### config.mk
export PLATFORM = sky130hd
export DESIGN_NAME = kyo_backward_addr_gen_flat
export DESIGN_NICKNAME = d
export VERILOG_FILES = /design/src/rtl/kyo_backward_addr_gen_if.sv /design/src/rtl/kyo_backward_addr_gen.sv /design/src/flat_wrapper.sv
export SDC_FILE = /design/constraint.sdc
export NUM_CORES = 1
export LEC_CHECK = 0
export BUFFER_PORTS_ARGS = -buffer_cell sky130_fd_sc_hd__buf_2
export CAP_MARGIN = 20
export CORE_ASPECT_RATIO = 1.2
export CORE_UTILIZATION = 40
export CTS_BUF_LIST = sky130_fd_sc_hd__clkbuf_2
export DETAILED_ROUTE_END_ITERATION = 10
export GPL_TIMING_DRIVEN = 0
export MAX_ROUTING_LAYER = met4
export PLACE_DENSITY = 0.59
export SLEW_MARGIN = 40
export SYNTH_ARGS = -nofsm -noshare
export SYNTH_HDL_FRONTEND = slang
export SYNTH_SLANG_ARGS = --single-unit
### constraint.sdc
create_clock -name vga_clk -period 2.83 [get_ports vga_clk]
set_input_delay 0.566 -clock vga_clk [delete_from_list [all_inputs] [get_ports vga_clk]]
set_output_delay 0.566 -clock vga_clk [all_outputs]
set_load 0.1 [all_outputs]
### src/rtl/kyo_backward_addr_gen_if.sv
// kyo_backward_addr_gen_if: scan/position inputs and sprite-address outputs of the address generator
interface kyo_backward_addr_gen_if;
  logic        vsync;
  logic        blank;
  logic [9:0]  drawX;
  logic [9:0]  drawY;
  logic [9:0]  pos_x;
  logic [9:0]  pos_y;
  logic        walk_back;
  logic [15:0] rom_address;
  logic        in_sprite;
  logic        blank_out;
  logic [2:0]  frame_idx;
  logic        playing;
  modport master (
    output vsync, blank, drawX, drawY, pos_x, pos_y, walk_back,
    input  rom_address, in_sprite, blank_out, frame_idx, playing
  );
  modport slave (
    input  vsync, blank, drawX, drawY, pos_x, pos_y, walk_back,
    output rom_address, in_sprite, blank_out, frame_idx, playing
  );
endinterface

### src/rtl/kyo_backward_addr_gen.sv
// kyo_backward_addr_gen: sprite ROM address, box test and vsync-paced walk-backward frame sequencer
module kyo_backward_addr_gen #(
  parameter int SPR_W      = 64,
  parameter int SPR_H      = 112,
  parameter int N_FRAMES   = 6,
  parameter int FRAME_HOLD = 5
) (
  input logic                   vga_clk,
  input logic                   reset_n,
  kyo_backward_addr_gen_if.slave bus
);
  localparam int HW = FRAME_HOLD > 1 ? $clog2(FRAME_HOLD) : 1;
  typedef enum logic {IDLE, PLAY} state_t;
  state_t      state_q, state_d;
  logic        vsync_q, armed_q, armed_d, tick;
  logic [9:0]  lat_x_q, lat_x_d, lat_y_q, lat_y_d;
  logic [2:0]  frame_q, frame_d;
  logic [HW-1:0] hold_q, hold_d;
  logic [15:0] addr_q, addr_d;
  logic        in_q, in_d, blank_q;
  logic [10:0] x_end, y_end;
  logic [9:0]  col, row;
  always_comb begin
    // armed blocks a tick when vsync is already low as reset releases
    armed_d = armed_q | bus.vsync;
    tick    = armed_q & vsync_q & ~bus.vsync;
    lat_x_d = tick ? bus.pos_x : lat_x_q;
    lat_y_d = tick ? bus.pos_y : lat_y_q;
    state_d = state_q;
    frame_d = frame_q;
    hold_d  = hold_q;
    if (tick) begin
      if (state_q == IDLE) begin
        state_d = bus.walk_back ? PLAY : IDLE;
      end else if (hold_q == HW'(FRAME_HOLD - 1)) begin
        hold_d  = '0;
        frame_d = (frame_q == 3'(N_FRAMES - 1)) ? 3'd0 : frame_q + 3'd1;
        if (frame_q == 3'(N_FRAMES - 1) && !bus.walk_back) state_d = IDLE;
      end else begin
        hold_d = hold_q + HW'(1);
      end
    end
    x_end  = {1'b0, lat_x_q} + 11'(SPR_W);
    y_end  = {1'b0, lat_y_q} + 11'(SPR_H);
    in_d   = bus.drawX >= lat_x_q && {1'b0, bus.drawX} < x_end &&
             bus.drawY >= lat_y_q && {1'b0, bus.drawY} < y_end;
    col    = bus.drawX - lat_x_q;
    row    = bus.drawY - lat_y_q;
    addr_d = in_d ? 16'(frame_q) * 16'(SPR_W * SPR_H) + 16'(row) * 16'(SPR_W) + 16'(col) : 16'd0;
  end
  always_ff @(posedge vga_clk or negedge reset_n) begin
    if (!reset_n) begin
      state_q <= IDLE;
      vsync_q <= 1'b1;
      armed_q <= 1'b0;
      lat_x_q <= '0;
      lat_y_q <= '0;
      frame_q <= '0;
      hold_q  <= '0;
      addr_q  <= '0;
      in_q    <= 1'b0;
      blank_q <= 1'b0;
    end else begin
      state_q <= state_d;
      vsync_q <= bus.vsync;
      armed_q <= armed_d;
      lat_x_q <= lat_x_d;
      lat_y_q <= lat_y_d;
      frame_q <= frame_d;
      hold_q  <= hold_d;
      addr_q  <= addr_d;
      in_q    <= in_d;
      blank_q <= bus.blank;
    end
  end
  assign bus.rom_address = addr_q;
  assign bus.in_sprite   = in_q;
  assign bus.blank_out   = blank_q;
  assign bus.frame_idx   = frame_q;
  assign bus.playing     = (state_q == PLAY);
endmodule

### src/flat_wrapper.sv
// flat-port wrapper written by rule: the top's interface ports become plain ports
module kyo_backward_addr_gen_flat 
#(
  parameter int SPR_W      = 64,
  parameter int SPR_H      = 112,
  parameter int N_FRAMES   = 6,
  parameter int FRAME_HOLD = 5
)
  (vga_clk, reset_n, bus_vsync, bus_blank, bus_drawX, bus_drawY, bus_pos_x, bus_pos_y, bus_walk_back, bus_rom_address, bus_in_sprite, bus_blank_out, bus_frame_idx, bus_playing);
  kyo_backward_addr_gen_if bus_i ();
  input logic vga_clk;
  input logic reset_n;
  input wire logic [$bits(bus_i.vsync)-1:0] bus_vsync;
  input wire logic [$bits(bus_i.blank)-1:0] bus_blank;
  input wire logic [$bits(bus_i.drawX)-1:0] bus_drawX;
  input wire logic [$bits(bus_i.drawY)-1:0] bus_drawY;
  input wire logic [$bits(bus_i.pos_x)-1:0] bus_pos_x;
  input wire logic [$bits(bus_i.pos_y)-1:0] bus_pos_y;
  input wire logic [$bits(bus_i.walk_back)-1:0] bus_walk_back;
  output wire logic [$bits(bus_i.rom_address)-1:0] bus_rom_address;
  output wire logic [$bits(bus_i.in_sprite)-1:0] bus_in_sprite;
  output wire logic [$bits(bus_i.blank_out)-1:0] bus_blank_out;
  output wire logic [$bits(bus_i.frame_idx)-1:0] bus_frame_idx;
  output wire logic [$bits(bus_i.playing)-1:0] bus_playing;
  assign bus_i.vsync = bus_vsync;
  assign bus_i.blank = bus_blank;
  assign bus_i.drawX = bus_drawX;
  assign bus_i.drawY = bus_drawY;
  assign bus_i.pos_x = bus_pos_x;
  assign bus_i.pos_y = bus_pos_y;
  assign bus_i.walk_back = bus_walk_back;
  assign bus_rom_address = bus_i.rom_address;
  assign bus_in_sprite = bus_i.in_sprite;
  assign bus_blank_out = bus_i.blank_out;
  assign bus_frame_idx = bus_i.frame_idx;
  assign bus_playing = bus_i.playing;
  kyo_backward_addr_gen #(.SPR_W(SPR_W), .SPR_H(SPR_H), .N_FRAMES(N_FRAMES), .FRAME_HOLD(FRAME_HOLD)) u_core (.vga_clk(vga_clk), .reset_n(reset_n), .bus(bus_i));
endmodule
==> flow_metrics.py, run 1 <==
metrics = {
    "status": {
        "status": "complete, but fails checks",
        "violations": "setup timing",
    },
    "timing": {
        "slew_headroom_pct": 59.7,
        "holdWs_ns": 0.0481,
        "setup_viol_count_final": 4,
        "tightestPinTransition_ns": 0.605,
        "period_needed_ns": 3.14,
        "setup_slack_ns": -0.312,
        "max_freq_ghz": 0.318,
        "rsz0062_at_grt": "true",
        "final.setup.tns_ns": -1.06,
        "slew_viol_final": 0,
        "finClkSkew_ns": 0.0211,
        "hold_viol": 0,
        "fin_crit_sh_pct": 111,
    },
    "clock_network": {
        "clk_transition_reported_paths_ns": 0.27,
        "h-tree-depth": 2,
        "root_buffer": "clkbuf_2",
        "cts_tree": "done",
        "clock_sinks": 47,
        "cts_made_buffers": 5,
        "cts_buffer_depth": 2,
        "clk_latency_ns": 0.47,
    },
    "global_routing": {
        "antenna_found_initial": 0,
        "grt_use_total_pct": 19.5,
        "grt_pass1_wl_mm": 13.9,
        "overflow": 0,
        "grt_pass1_vias": 2952,
        "grt_max_degree": 48,
    },
    "power_and_ir_drop": {
        "p_per_area_mw_per_mm2": 968,
        "irDropWorstVdd_uv": 456,
        "power.total_mw": 4.41,
        "leakagePower_nw": 2.16,
    },
    "cells_and_area": {
        "final_util_pct": 52.4,
        "syn2layout_area_growth_pct": 25.2,
        "drive_above_1_share_pct": 33.7,
        "finalNetCount": 594,
        "antennaDiodeCount": 0,
    },
    "critical_path": {
        "crit_fanout": 2,
        "required_ns": 3.21,
        "endpoint_kind": "flop",
        "r2r_cells": 17,
        "arrival_ns": 3.52,
        "start_kind": "flop",
        "rrSetupSlack_ns": -0.31,
        "path_cells": "ha_4 > inv_2 > fa_2 > a21oi_2 > o21ai_2 > o21a_1 > nor2_2 > xnor2_1 > ha_2 > inv_2 > fa_2 > nor2b_2 > o21ai_2 > a21o_1 > a31oi_1 > xnor2_1 > nor3_2",
        "setup.worst_path.class": "flop to flop",
        "critPathSlowestCell": "dfrtp_1",
        "rr_startpoint": "u_core.lat_x_q[0]",
        "slowest_delay_ns": 0.44,
        "rr_endpoint": "u_core.bus.rom_address[14]",
    },
    "job": {
        "maxCapViolations": 0,
    },
    "yosys": {
        "syn_area_mm2": 0.00364,
        "synth-edff-count": 0,
        "syn_inst": 399,
        "ys_warn_count": 0,
        "synthFlopType": "dfrtp_1",
        "synthArstFlopShare_pct": 100,
        "synth_nets": 499,
        "synth_cell_types": 53,
        "avgSynthCellArea_um2": 9.13,
        "seq_area_frac_synth_pct": 32.3,
        "yosys_register_bits": 47,
    },
    "routing": {
        "drt_pass1_iterations": 4,
        "via_count": 3037,
        "ant_nets": 0,
        "viasPerCell": 4.96,
        "wl_per_cell_um": 13.6,
        "drc": 0,
        "drtIter0Drc": 75,
        "routed_wl_mm": 8.34,
    },
    "floorplan": {
        "die_width_um": 89.1,
        "io_pins": 67,
        "die-height_um": 107,
        "rows": 37,
        "die_area_mm2": 0.00949,
        "core_mm2": 0.00870,
        "start_util_pct": 41.8,
    },
    "place": {
        "gp_congestion": 0.882,
        "place_ws_ns": -0.748,
        "hpwlAfterDp_mm": 6.28,
        "portBuffers": 66,
    },
    "worst_hold_path": {
        "hold_class": "input pin to asynchronous set/reset pin",
    },
}
==> logic make-up after synthesis <==
family / after synthesis / share of synthesized area (%)
AND/OR/NAND/NOR: 115 / 15.9
multiplexers: 2 / 0.619
buffers and inverters: 52 / 5.84
XOR/XNOR: 25 / 6.01
flip-flops: 47 / 32.3
AO/OA/AOI/OAI: 103 / 19.1
adder cells (fa/ha/maj): 55 / 20.1
==> layer usage <==
layer  global-route usage [%]  wire (um)
met3                     2.72        281
met1                     25.7       3820
met5                        -          0
met2                     30.8       4100
met4                     6.01        135
==> through the flow <==
stage	instance area, um^2	instances
5_1_grt	4560	612
4_1_cts	4340	600
3_5_place_dp	4180	582
3_3_place_gp	4180	582
2_1_floorplan	3700	399
6_report	4560	612
==> Yosys cell counts (2+ instances only) <==
cell / n / area share [%]
fa_1: 6 / 3.3
o21a_1: 7 / 1.4
a211oi_2: 2 / 0.69
xor2_1: 7 / 1.7
a31oi_1: 4 / 0.69
nand3b_1: 2 / 0.41
ha_1: 49 / 17
a41oi_1: 3 / 0.72
clkbuf_1: 4 / 0.41
o21ai_0: 30 / 4.1
dfrtp_1: 46 / 32
nand2b_1: 2 / 0.34
nand2_1: 47 / 4.8
buf_6: 2 / 0.62
inv_1: 44 / 4.5
or3_1: 2 / 0.34
nor3_1: 8 / 1.1
a211o_1: 2 / 0.48
mux2_2: 2 / 0.62
or2_2: 3 / 0.52
a211oi_1: 3 / 0.62
nor4_1: 3 / 0.52
o31ai_1: 2 / 0.41
nor3_2: 9 / 2.5
nand3_1: 7 / 0.96
nor2_1: 19 / 2.0
o2111ai_1: 3 / 0.72
nand4_1: 4 / 0.69
buf_2: 2 / 0.27
o21ai_1: 4 / 0.55
o21ai_2: 3 / 0.72
a21oi_2: 3 / 0.72
a21o_1: 10 / 2.1
nor2b_1: 3 / 0.52
a21oi_1: 17 / 2.3
xnor2_1: 18 / 4.3
==> critical path: cells and delay by family (launching register included) <==
| family | cells | cell delay (ns) |
|---|---|---|
| fa+ha+maj | 4 | 1.05 |
| buf+inv | 2 | 0.07 |
| compound gates | 6 | 0.90 |
| simple gates | 3 | 0.30 |
| flops | 1 | 0.44 |
| xor+xnor | 2 | 0.30 |
==> layout make-up <==
| class | count | area, um^2 |
|---|---|---|
| fillers | 855 | 4150 |
| plain buffers | 8 | 53.8 |
| well taps | 117 | 146 |
| inverters | 44 | 178 |
| multi-input cells | 300 | 2450 |
| clock buffers | 5 | 25.0 |
| flip-flops and latches | 47 | 1180 |
| clock inverters | 3 | 25.0 |
| repair buffers | 88 | 502 |
==> cell usage in the layout (no fill, tap or decap), types with 3 or more instances in the layout <==
master     n
nor2_1    16
ha_4       5
xor2_1     7
dfrtp_2    3
clkbuf_1   4
nand4_1    4
nor3_1     7
o21a_1     7
buf_4     22
o21ai_2    7
o21ai_0   26
nand2_1   46
o21ai_1    4
clkbuf_2   5
ha_2       3
a211oi_1   3
a31oi_1    4
buf_6      4
nor3_2    10
dfrtp_1   43
inv_1     39
a21oi_2    5
ha_1      41
inv_2      4
a21oi_1   14
a21o_1    10
fa_1       4
nand3_1    7
buf_2     66
xnor2_1   17
or2_2      3
==> sequential cells by signal, indices dropped and copies added (netlist names) <==
signal,count
u_core.bus.rom_address,16
u_core.lat_x_q,10
u_core.lat_y_q,10
u_core.bus.frame_idx,3
u_core.hold_q,3
u_core.armed_q,1
u_core.bus.blank_out,1
u_core.bus.in_sprite,1
u_core.bus.playing,1
u_core.vsync_q,1
==> power breakdown <==
| part | switching [mW] | total (mW) | internal [mW] |
|---|---|---|---|
| clock | 0.245 | 0.309 | 0.0639 |
| combinational | 1.92 | 3.20 | 1.29 |
| sequential | 0.102 | 0.899 | 0.797 |
==> timing repair <==
item                       CTS  global route
hold buffers                 0             0
buffers inserted            10            12
pin swaps                    9            16
setup endpoints to repair    6             7
gates resized for setup     10            27
==> worst max-delay path by stage <==
stage                      startpoint  slack (ns)  depth (start not counted)                         end
global placement         bus_drawX[1]       -0.73                         15  u_core.bus.rom_address[15]
global route        u_core.lat_x_q[1]       -0.48                         17  u_core.bus.rom_address[14]
finish              u_core.lat_x_q[0]       -0.31                         17  u_core.bus.rom_address[14]
floorplan                bus_drawX[0]       -0.34                         18  u_core.bus.rom_address[14]
detailed placement       bus_drawX[1]       -0.75                         15  u_core.bus.rom_address[15]
CTS                 u_core.lat_x_q[0]       -0.27                         17  u_core.bus.rom_address[14]
Note: power is estimated with default switching activity, not from simulation.
==> run 2, diff against run 1 <==
--- a/config.mk
+++ b/config.mk
@@ -14,6 +14,7 @@
 export GPL_TIMING_DRIVEN = 0
 export MAX_ROUTING_LAYER = met4
 export PLACE_DENSITY = 0.59
+export REMOVE_ABC_BUFFERS = 1
 export SLEW_MARGIN = 40
 export SYNTH_ARGS = -nofsm -noshare
 export SYNTH_HDL_FRONTEND = slang
==> flow_metrics.py, run 2 (same netlist as run 1, synthesis figures left out) <==
metrics = {
    "floorplan": {
        "die_width_um": 89.1,
        "io_pins": 67,
        "start_util_pct": 41.8,
        "die_area_mm2": 0.00949,
        "die-height_um": 107,
        "core_mm2": 0.00870,
        "rows": 37,
    },
    "routing": {
        "drtIter0Drc": 138,
        "routed_wl_mm": 8.47,
        "drt_pass1_iterations": 4,
        "viasPerCell": 5.11,
        "drc": 0,
        "ant_nets": 0,
        "via_count": 3082,
        "wl_per_cell_um": 14.1,
    },
    "clock_network": {
        "h-tree-depth": 2,
        "cts_tree": "done",
        "cts_made_buffers": 5,
        "clock_sinks": 47,
        "root_buffer": "clkbuf_2",
        "cts_buffer_depth": 2,
        "clk_transition_reported_paths_ns": 0.23,
        "clk_latency_ns": 0.46,
    },
    "global_routing": {
        "overflow": 0,
        "grt_use_total_pct": 20.2,
        "grt_max_degree": 48,
        "grt_pass1_wl_mm": 14.4,
        "grt_pass1_vias": 3232,
        "antenna_found_initial": 0,
    },
    "critical_path": {
        "slowest_delay_ns": 0.41,
        "path_delay_family": "adder cells",
        "critical_path_buf_inv_count": 2,
        "rrSetupSlack_ns": -0.37,
        "critPathLaunch": "u_core.lat_x_q[0]",
        "setup.worst_path.class": "flop to flop",
        "rr_startpoint": "u_core.lat_x_q[0]",
        "endpoint_kind": "flop",
        "arrival_ns": 3.54,
        "rr_endpoint": "u_core.bus.rom_address[14]",
        "start_kind": "flop",
        "critPathSlowestCell": "dfrtp_1",
        "path_cells": "ha_2 > inv_2 > fa_2 > a21oi_4 > o21ai_2 > o21a_1 > nor2_2 > xnor2_2 > ha_2 > inv_2 > fa_2 > nor2b_4 > o21ai_2 > a21o_1 > a31oi_2 > xnor2_1 > nor3_2",
        "crit_fanout": 2,
        "required_ns": 3.17,
        "r2r_cells": 17,
    },
    "cells_and_area": {
        "final_common_cell": "buf_2",
        "syn2layout_area_growth_pct": 23.1,
        "drive_above_1_share_pct": 32.1,
        "finalNetCount": 585,
        "largest_register_ffs": 16,
        "instances_no_fill": 603,
        "mostFrequentLayoutCells": "buf_2 (65), dfrtp_1 (46), nand2_1 (45), ha_1 (42), inv_1 (41)",
        "antennaDiodeCount": 0,
    },
    "status": {
        "status": "complete, but fails checks",
        "violations": "setup timing",
    },
    "timing": {
        "setup_viol_count_final": 5,
        "finClkSkew_ns": 0.0253,
        "slew_headroom_pct": 56.3,
        "setup_slack_ns": -0.369,
        "max_freq_ghz": 0.313,
        "rsz0062_at_grt": "true",
        "slew_viol_final": 0,
        "fin_crit_sh_pct": 113,
        "tightestPinTransition_ns": 0.653,
        "period_needed_ns": 3.20,
        "hold_viol": 0,
    },
    "power_and_ir_drop": {
        "leakagePower_nw": 2.15,
        "p_per_area_mw_per_mm2": 1000,
        "irDropWorstVdd_uv": 394,
        "power.total_mw": 4.49,
    },
    "place": {
        "gp_congestion": 0.831,
        "portBuffers": 66,
        "hpwlAfterDp_mm": 6.18,
        "dp.cells": 575,
    },
    "job": {
        "maxCapViolations": 0,
    },
    "worst_hold_path": {
        "hold_class": "input pin to asynchronous set/reset pin",
    },
}
-- run 2: how the worst max path moves through the flow --
stage	to	slack (ns)	cells past startpoint
2_1_floorplan	u_core.bus.rom_address[14]	-0.56	18
3_3_place_gp	u_core.bus.rom_address[14]	-0.99	19
3_5_place_dp	u_core.bus.rom_address[14]	-1.04	19
4_1_cts	u_core.bus.rom_address[14]	-0.50	17
5_1_grt	u_core.bus.rom_address[14]	-0.54	14
6_report	u_core.bus.rom_address[14]	-0.37	17
-- run 2: layout make-up --
type	count	area [um^2]
Clock buffer	6	30.0
Clock inverter	2	8.76
Fill cell	882	4220
Inverter	44	165
Multi-Input combinational cell	300	2440
Sequential cell	47	1180
Tap cell	117	146
Timing Repair Buffer	87	510
-- run 2: layer usage --
| metal | vias up | GRT usage (%) | wire (um) |
|---|---|---|---|
| met5 | - | - | 0 |
| met4 | 0 | 8.16 | 240 |
| met3 | 21 | 3.34 | 317 |
| met2 | 76 | 32.6 | 4170 |
| met1 | 1421 | 25.1 | 3740 |
| li1 | 1564 | - | - |
-- run 2: power breakdown --
group	internal, mW	switching, mW	total, mW
Clock	0.0606	0.226	0.286
Combinational	1.35	1.96	3.30
Sequential	0.792	0.106	0.898
-- run 2: timing repair --
action | in CTS | in global routing
gates resized for setup | 26 | 19
endpoints found under the hold margin | 0 | 0
hold buffers | 0 | 0
pin swaps | 33 | 33
setup endpoints to repair | 9 | 12
setup buffers | 20 | 7
-- run 2: stage by stage --
step / TNS [ns] / util, % / cell area [um^2] / setup WS [ns] / hold slack (ns)
after global placement: -11.33 / 46.8 / 4070 / -0.987 / 0.452
after floorplan: -2.11 / - / 3590 / -0.565 / 0.270
after detailed placement: -5.73 / 47.4 / 4120 / -1.04 / 0.455
final: -1.30 / 51.5 / 4480 / -0.369 / 0.0842
after global routing: -2.21 / 51.5 / 4480 / -0.541 / 0.0932
after CTS: -1.91 / 50.4 / 4390 / -0.501 / 0.0768
==> run 3, diff against run 2 <==
--- a/config.mk
+++ b/config.mk
@@ -11,9 +11,9 @@
 export CORE_UTILIZATION = 40
 export CTS_BUF_LIST = sky130_fd_sc_hd__clkbuf_2
 export DETAILED_ROUTE_END_ITERATION = 10
-export GPL_TIMING_DRIVEN = 0
+export GPL_TIMING_DRIVEN = 1
 export MAX_ROUTING_LAYER = met4
-export PLACE_DENSITY = 0.59
+export PLACE_DENSITY = 0.57
 export REMOVE_ABC_BUFFERS = 1
 export SLEW_MARGIN = 40
 export SYNTH_ARGS = -nofsm -noshare
==> constraint.sdc (replaced) <==
create_clock -name vga_clk -period 4 [get_ports vga_clk]
set_input_delay 0.8 -clock vga_clk [delete_from_list [all_inputs] [get_ports vga_clk]]
set_output_delay 0.8 -clock vga_clk [all_outputs]
set_load 0.1 [all_outputs]
==> flow_metrics.py, run 3 (same netlist as run 1, synthesis figures left out) <==
metrics = {
    "power_and_ir_drop": {
        "p_per_area_mw_per_mm2": 697,
        "power.total_mw": 2.93,
        "leakagePower_nw": 2.06,
        "irDropWorstVdd_uv": 205,
    },
    "job": {
        "maxCapViolations": 0,
    },
    "critical_path": {
        "crit_top_cell": "inv_1",
        "critPathSlowestCell": "fa_1",
        "critical_path_buf_inv_count": 4,
        "path_delay_family": "adder cells",
        "setup.worst_path.class": "input pin to flop",
        "crit_fanout": 3,
        "start_kind": "input pin",
        "required_ns": 4.33,
        "path_cells": "buf_2 > inv_1 > ha_1 > inv_1 > fa_1 > a21oi_1 > o21ai_2 > o21a_1 > nor2_1 > xnor2_1 > ha_1 > inv_1 > fa_1 > nor2b_1 > o21ai_0 > a21o_1 > a31oi_1 > xnor2_1 > nor3_2",
        "arrival_ns": 3.81,
        "slowest_delay_ns": 0.40,
        "endpoint_kind": "flop",
        "cp.depth": 19,
        "r2r_cells": 17,
    },
    "timing": {
        "slew_viol_final": 0,
        "max_freq_ghz": 0.287,
        "holdWs_ns": 0.387,
        "finClkSkew_ns": 0.0285,
        "setup_viol_count_final": 0,
        "final.setup.tns_ns": 0,
        "tightestPinTransition_ns": 0.634,
        "period_needed_ns": 3.48,
        "fin_crit_sh_pct": 87.0,
        "rsz0062_at_grt": "false",
        "setup_slack_ns": 0.520,
        "hold_viol": 0,
        "slew_headroom_pct": 57.6,
    },
    "global_routing": {
        "antenna_found_initial": 0,
        "grt_pass1_wl_mm": 13.6,
        "grt_use_total_pct": 18.9,
        "grt_max_degree": 48,
        "grt_pass1_vias": 2990,
        "overflow": 0,
    },
    "cells_and_area": {
        "drive_above_1_share_pct": 22.8,
        "n_fill_cell": 916,
        "final_util_pct": 48.3,
        "instances_no_fill": 586,
        "multi_input_area_mm2": 0.00226,
        "seq_area_mm2": 0.00118,
        "finalNetCount": 568,
        "syn2layout_area_growth_pct": 15.4,
        "antennaDiodeCount": 0,
        "final_common_cell": "buf_2",
        "largest_register_ffs": 16,
        "mostFrequentLayoutCells": "buf_2 (66), ha_1 (49), nand2_1 (47), dfrtp_1 (46), inv_1 (44)",
        "final_cell_area_mm2": 0.00420,
    },
    "floorplan": {
        "io_pins": 67,
        "core_mm2": 0.00870,
        "die-height_um": 107,
        "start_util_pct": 41.8,
        "rows": 37,
        "die_area_mm2": 0.00949,
        "die_width_um": 89.1,
    },
    "clock_network": {
        "clock_sinks": 47,
        "cts_made_buffers": 5,
        "clk_latency_ns": 0.45,
        "root_buffer": "clkbuf_2",
        "post_cts_resized": 0,
        "h-tree-depth": 2,
        "cts_buffer_depth": 2,
        "cts_setup_buffers": 0,
        "cts_tree": "done",
        "clk_transition_reported_paths_ns": 0.27,
        "cts_hold_buf": 0,
    },
    "status": {
        "status": "finished, final reports clean",
    },
    "place": {
        "gp_congestion": 0.870,
        "dp.cells": 578,
        "placed_area_mm2": 0.00411,
        "hpwlAfterDp_mm": 6.19,
        "place_ws_ns": 0.0316,
        "portBuffers": 66,
    },
    "routing": {
        "drtIter0Drc": 92,
        "via_count": 2982,
        "wl_met1_mm": 3.65,
        "ant_nets": 0,
        "routed_wl_mm": 7.88,
        "wl_per_cell_um": 13.4,
        "wl_met2_mm": 3.75,
        "wl_met3_um": 299,
        "drt_pass1_iterations": 4,
        "drc": 0,
        "maxUsedRoutingLayer": "met4",
        "viasPerCell": 5.09,
    },
    "worst_hold_path": {
        "hold_class": "input pin to asynchronous set/reset pin",
    },
}
-- run 3: changes by cell type in the layout (fill, tap and decap cells not counted), moves of 3 or more --
| cell | before | now |
|---|---|---|
| inv_1 | 41 | 44 |
| inv_2 | 3 | 0 |
| ha_2 | 5 | 0 |
| a21oi_1 | 14 | 17 |
| ha_1 | 42 | 49 |
| o21ai_2 | 6 | 2 |
| o21ai_0 | 27 | 30 |
| buf_4 | 21 | 4 |
-- run 3: path summary, 6_finish.rpt --
kind | start | end | slack (ns)
min reg2reg | u_core.armed_q | u_core.armed_q | 0.51
min | reset_n | u_core.bus.rom_address[13] | 0.39
max in group asynchronous | reset_n | u_core.lat_y_q[2] | 3.19
min in group vga_clk | bus_vsync | u_core.vsync_q | 0.43
max | bus_drawX[0] | u_core.bus.rom_address[14] | 0.52
max reg2reg | u_core.lat_x_q[0] | u_core.bus.rom_address[14] | 0.59
-- run 3: power breakdown --
| group | internal (mW) | switching, mW |
|---|---|---|
| Sequential | 0.560 | 0.0730 |
| Clock | 0.171 | 0.168 |
| Combinational | 0.721 | 1.23 |
-- run 3: final cells by class --
type,count,area share [%]
multi-input cells,300,53.8
repair buffers,70,8.58
flip-flops and latches,47,28.0
clock inverters,2,1.43
clock buffers,6,0.715
inverters,44,3.93
well taps,117,3.49
-- run 3: worst register-to-register path: stages, from the launching register on --
cell and delay [ns]:
dfrtp_1 0.42, ha_1 0.17, inv_1 0.06, fa_1 0.40, a21oi_1 0.22, o21ai_2 0.08
o21a_1 0.16, nor2_1 0.11, xnor2_1 0.15, ha_1 0.24, inv_1 0.07, fa_1 0.37
nor2b_1 0.16, o21ai_0 0.12, a21o_1 0.21, a31oi_1 0.15, xnor2_1 0.16, nor3_2 0.05
-- run 3: routing by layer --
metal | up-vias | track usage (%)
li1 | 1529 | -
met1 | 1375 | 23.7
met2 | 64 | 30.5
met3 | 14 | 3.57
met4 | 0 | 6.35
met5 | - | -
